<file path="src/rtl/vector_packer.sv">
// vector_packer: serial-to-parallel element packer that holds each packed vector until the consumer accepts it
module vector_packer #(
  parameter int ELEMENT_SIZE = 32,
  parameter int ELEMENT_COUNT = 10
) (
  input  logic                                  clk,
  input  logic                                  rst_n,
  input  logic                                  clear,
  input  logic [ELEMENT_SIZE-1:0]               in_data,
  input  logic                                  in_valid,
  input  logic                                  in_last,
  output logic                                  in_ready,
  output logic [ELEMENT_SIZE*ELEMENT_COUNT-1:0] vec_out,
  output logic                                  vec_valid,
  input  logic                                  vec_ready,
  output logic [$clog2(ELEMENT_COUNT+1)-1:0]    count,
  output logic                                  err_short
);
  localparam int CW = $clog2(ELEMENT_COUNT + 1);
  typedef enum logic {FILL, FULL} state_t;
  state_t state, state_nxt;
  logic in_acc, vec_acc, at_end;
  assign in_ready = state == FILL;
  assign vec_valid = state == FULL;
  assign in_acc = in_valid && in_ready;
  assign vec_acc = vec_valid && vec_ready;
  assign at_end = count == CW'(ELEMENT_COUNT - 1);
  always_comb begin
    state_nxt = state;
    state_nxt = clear ? FILL : (in_acc && (in_last || at_end)) ? FULL : vec_acc ? FILL : state;
  end
  always_ff @(posedge clk or negedge rst_n)
    if (!rst_n) state <= FILL;
    else state <= state_nxt;
  always_ff @(posedge clk or negedge rst_n)
    if (!rst_n) begin
      vec_out <= '0;
      count <= '0;
      err_short <= 1'b0;
    end else if (clear || vec_acc) begin
      vec_out <= '0;
      count <= '0;
      if (clear) err_short <= 1'b0;
    end else if (in_acc) begin
      for (int i = 0; i < ELEMENT_COUNT; i++)
        if (count == CW'(i)) vec_out[i*ELEMENT_SIZE +: ELEMENT_SIZE] <= in_data;
      count <= count + 1'b1;
      if (in_last && !at_end) err_short <= 1'b1;
    end
endmodule

</file>
<file path="config.mk">
export PLATFORM = sky130hd
export DESIGN_NAME = vector_packer
export DESIGN_NICKNAME = d
export VERILOG_FILES = /design/src/rtl/vector_packer.sv
export SDC_FILE = /design/constraint.sdc
export NUM_CORES = 1
export LEC_CHECK = 0
export BUFFER_PORTS_ARGS = -buffer_cell sky130_fd_sc_hd__buf_2
export CAP_MARGIN = 20
export CELL_PAD_IN_SITES_DETAIL_PLACEMENT = 1
export CELL_PAD_IN_SITES_GLOBAL_PLACEMENT = 1
export CORE_MARGIN = 5
export CORE_UTILIZATION = 44
export DETAILED_ROUTE_END_ITERATION = 8
export GPL_TIMING_DRIVEN = 0
export PLACE_DENSITY = 0.81
export SLEW_MARGIN = 20
export SYNTH_ARGS = -nofsm -noshare
export SYNTH_HDL_FRONTEND = slang
export SYNTH_SLANG_ARGS = --single-unit
</file>
<file path="constraint.sdc">
create_clock -name clk -period 2.28 [get_ports clk]
set_input_delay 0.228 -clock clk [delete_from_list [all_inputs] [get_ports clk]]
set_output_delay 0.228 -clock clk [all_outputs]
set_load 0.02 [all_outputs]
</file>
==> results_dict.tcl <==
set metrics [dict create \
    numClockSinks 326 \
    synth_cells 1114 \
    cap_viol_max_count 0 \
    grt_pass1_wl_um 71210 \
    synth_edf_count 0 \
    critPathBufInv 2 \
    cp_common_cell "buf_4" \
    start_kind "flop" \
    vias 10289 \
    cp.required_ps 2690 \
    fillers 3291 \
    route.detailed.drc 0 \
    p_seq_share_pct 45.3 \
    postCtsSetupBuffers 0 \
    ant_nets 0 \
    synth.distinct_cells 30 \
    ys_ff_latch 326 \
    p_leak_nw 10.76 \
    start_util_pct 44.36 \
    switching_power_mw 3.203 \
    final_common_cell "buf_2" \
    syn_area_mm2 0.01350 \
    n_antenna_cell 0 \
    top_usage_layer "met2" \
    power_density_mw_per_mm2 760.3 \
    areaGrowthSynthToFinish_pct 27.53 \
    ys_seq_area_share_pct 60.44 \
    grt_pass1_vias 11624 \
    drt_iter0_drc 625 \
    critPathCaptureType "flop" \
    vias_per_cell 5.287 \
    die_y_um 185.2 \
    grt_use_met3_pct 6.952 \
    setup_viol 0 \
    io_pins 365 \
    die_width_um 185.2 \
    overflow 0 \
    finalPower_mw 13.09 \
    cpPeakStageDelay_ps 550 \
    max_freq_mhz 469.6 \
    grt_max_degree 98 \
    gp_congestion 0.8078 \
    dpl.hpwl_um 33550 \
    post_drt_wl_per_cell_um 24.07 \
    fin_crit_sh_pct 93.40 \
    layout-drive-gt1-share_pct 32.65 \
    dp_cells 1878 \
    synthArstFlopShare_pct 100.0 \
    use_met1_pct 33.95 \
    pwr-share-comb_pct 7.9 \
    routed_wl_um 46840 \
    core_area_mm2 0.03043 \
    clock_power_share_pct 46.7 \
    cts_tree "built" \
    mostFrequentLayoutCells "buf_2, nand2_1, dfrtp_1" \
    htree_levels 2 \
    fin_cells 1946 \
    cts_buffers 37 \
    worst_slew_pin_slew_ps 722.3 \
    nets 1566 \
    worstPathArrival_ps 2540 \
    port_buffers 364 \
    synth.avg_cell_area_um2 12.12 \
    p_int_mw 9.885 \
    path_delay_family "flip-flops" \
    rsz0062_at_grt "no" \
    grtUsageMet2_pct 46.63 \
    ys_warn_count 0 \
    finalCriticalPeriod_ps 2130 \
    drv_slew 0 \
    peakVddDrop_uv 548.8 \
    crit_chain "a21oi_2 -> buf_4 -> buf_4 -> nand2_1 -> mux2i_1" \
    clk_latency_ps 510 \
    dr.pass1.iters 5 \
    synthFlopType "dfrtp_1" \
    rows 64 \
    hold_class "in -> reg" \
    antenna_found_initial 2 \
    skew_ps 19.58 \
    cts.clk_slew.worst_paths_ps 60 \
    power_switching_share_pct 24.47 \
    die-area_mm2 0.03428 \
    synthesis.nets 1156 \
    root_buffer "clkbuf_16" \
    slew_headroom_pct 51.85 \
    critical_path_class "reg -> reg" \
    grt_usage_pct 27.20 \
    worstPathMaxFanout 10 \
    clockBufferDepth 3 \
    final_hold_viol_count 0 \
    status "complete, no violations" \
    crit_path_top_delay_cell "dfrtp_1" \
]
==> power groups by stage <==
stage	sequential, mW	combinational [mW]	clock [mW]
4_1_cts	5.94	1.05	6.22
2_1_floorplan	6.14	0.417	0
3_3_place_gp	6.04	0.996	0
5_1_grt	5.94	1.12	6.50
3_5_place_dp	6.04	1.04	0
6_report	5.94	1.04	6.11
==> timing repair <==
item | in CTS | in global routing
resized for setup | 0 | 0
hold buffers | 3 | 0
hold endpoints to repair | 171 | 0
==> tightest hold or removal path, cell delays in order <==
cell and delay [ps]:
buf_2 110, nand2b_1 110, a21oi_1 60
==> synth_stat cells, drive strengths merged, types with 2 or more instances <==
cell	instances	area, um^2
nor2	5	26.27
ha	4	50.05
nand2b	2	12.51
nand2	353	1350
buf	61	397.9
clkbuf	14	52.55
nor2b	2	12.51
dfrtp	326	8158
nand3b	2	15.01
inv	3	11.26
nand4	3	31.28
mux2i	322	3223
a21oi	2	13.76
nand3	5	50.05
==> layout make-up <==
type	instances	area (um^2)	share of cell area, %
Sequential cell	326	8158	47.39
Multi-Input combinational cell	710	4878	28.34
Timing Repair Buffer	371	1972	11.46
Clock buffer	55	1116	6.484
Tap cell	396	495.5	2.878
Buffer	75	450.4	2.617
Clock inverter	10	132.6	0.7705
Inverter	3	11.26	0.06542
==> stage by stage <==
step,cell area (um^2),util [%],setup WS (ps),setup TNS (ps),hold slack [ps]
CTS,17210,56.57,151.6,0,24.43
global placement,15820,51.97,-5372,-1736690,441.4
global route,17210,56.57,23.28,0,49.77
finish,17210,56.57,150.4,0,37.01
detailed placement,15940,52.37,160.9,0,113.3
floorplan,13500,-,713.6,0,-67.59
==> state kept, by name, summed over array words and instances, names as in the netlist <==
name / count
err_short: 1
count: 4
vec_out: 320
vec_valid: 1
==> worst paths after layout <==
path	startpoint	endpoint	slack, ps	cells past startpoint
worst min register to register	vec_out[160]	vec_out[160]	520	2
worst min-delay path	vec_ready	vec_valid	40	3
max in group asynchronous	rst_n	vec_out[169]	900	4
min in group asynchronous	rst_n	vec_out[209]	170	2
worst max register to register	vec_valid	vec_out[6]	150	5
worst max-delay path	vec_valid	vec_out[6]	150	5
==> cell families (layout without fill, tap and decap cells) <==
group | count (synthesis) | in the layout | synth area share [%]
DFF | 326 | 326 | 60.44
AOI/OAI and AO/OA | 5 | 5 | 0.2410
xor gates and xnor gates | 2 | 2 | 0.1298
buffers and inverters | 78 | 514 | 3.420
and+or+nand+nor | 377 | 377 | 11.52
muxes | 322 | 322 | 23.88
adders and majority gates | 4 | 4 | 0.3708
==> per-layer routing <==
metal / wire, um / vias to the layer above
met2: 23480 / 346
met3: 3217 / 87
met1: 18600 / 5340
met4: 1520 / 4
li1: - / 4512
met5: 19 / -
Power figures use the tool's default switching activity.
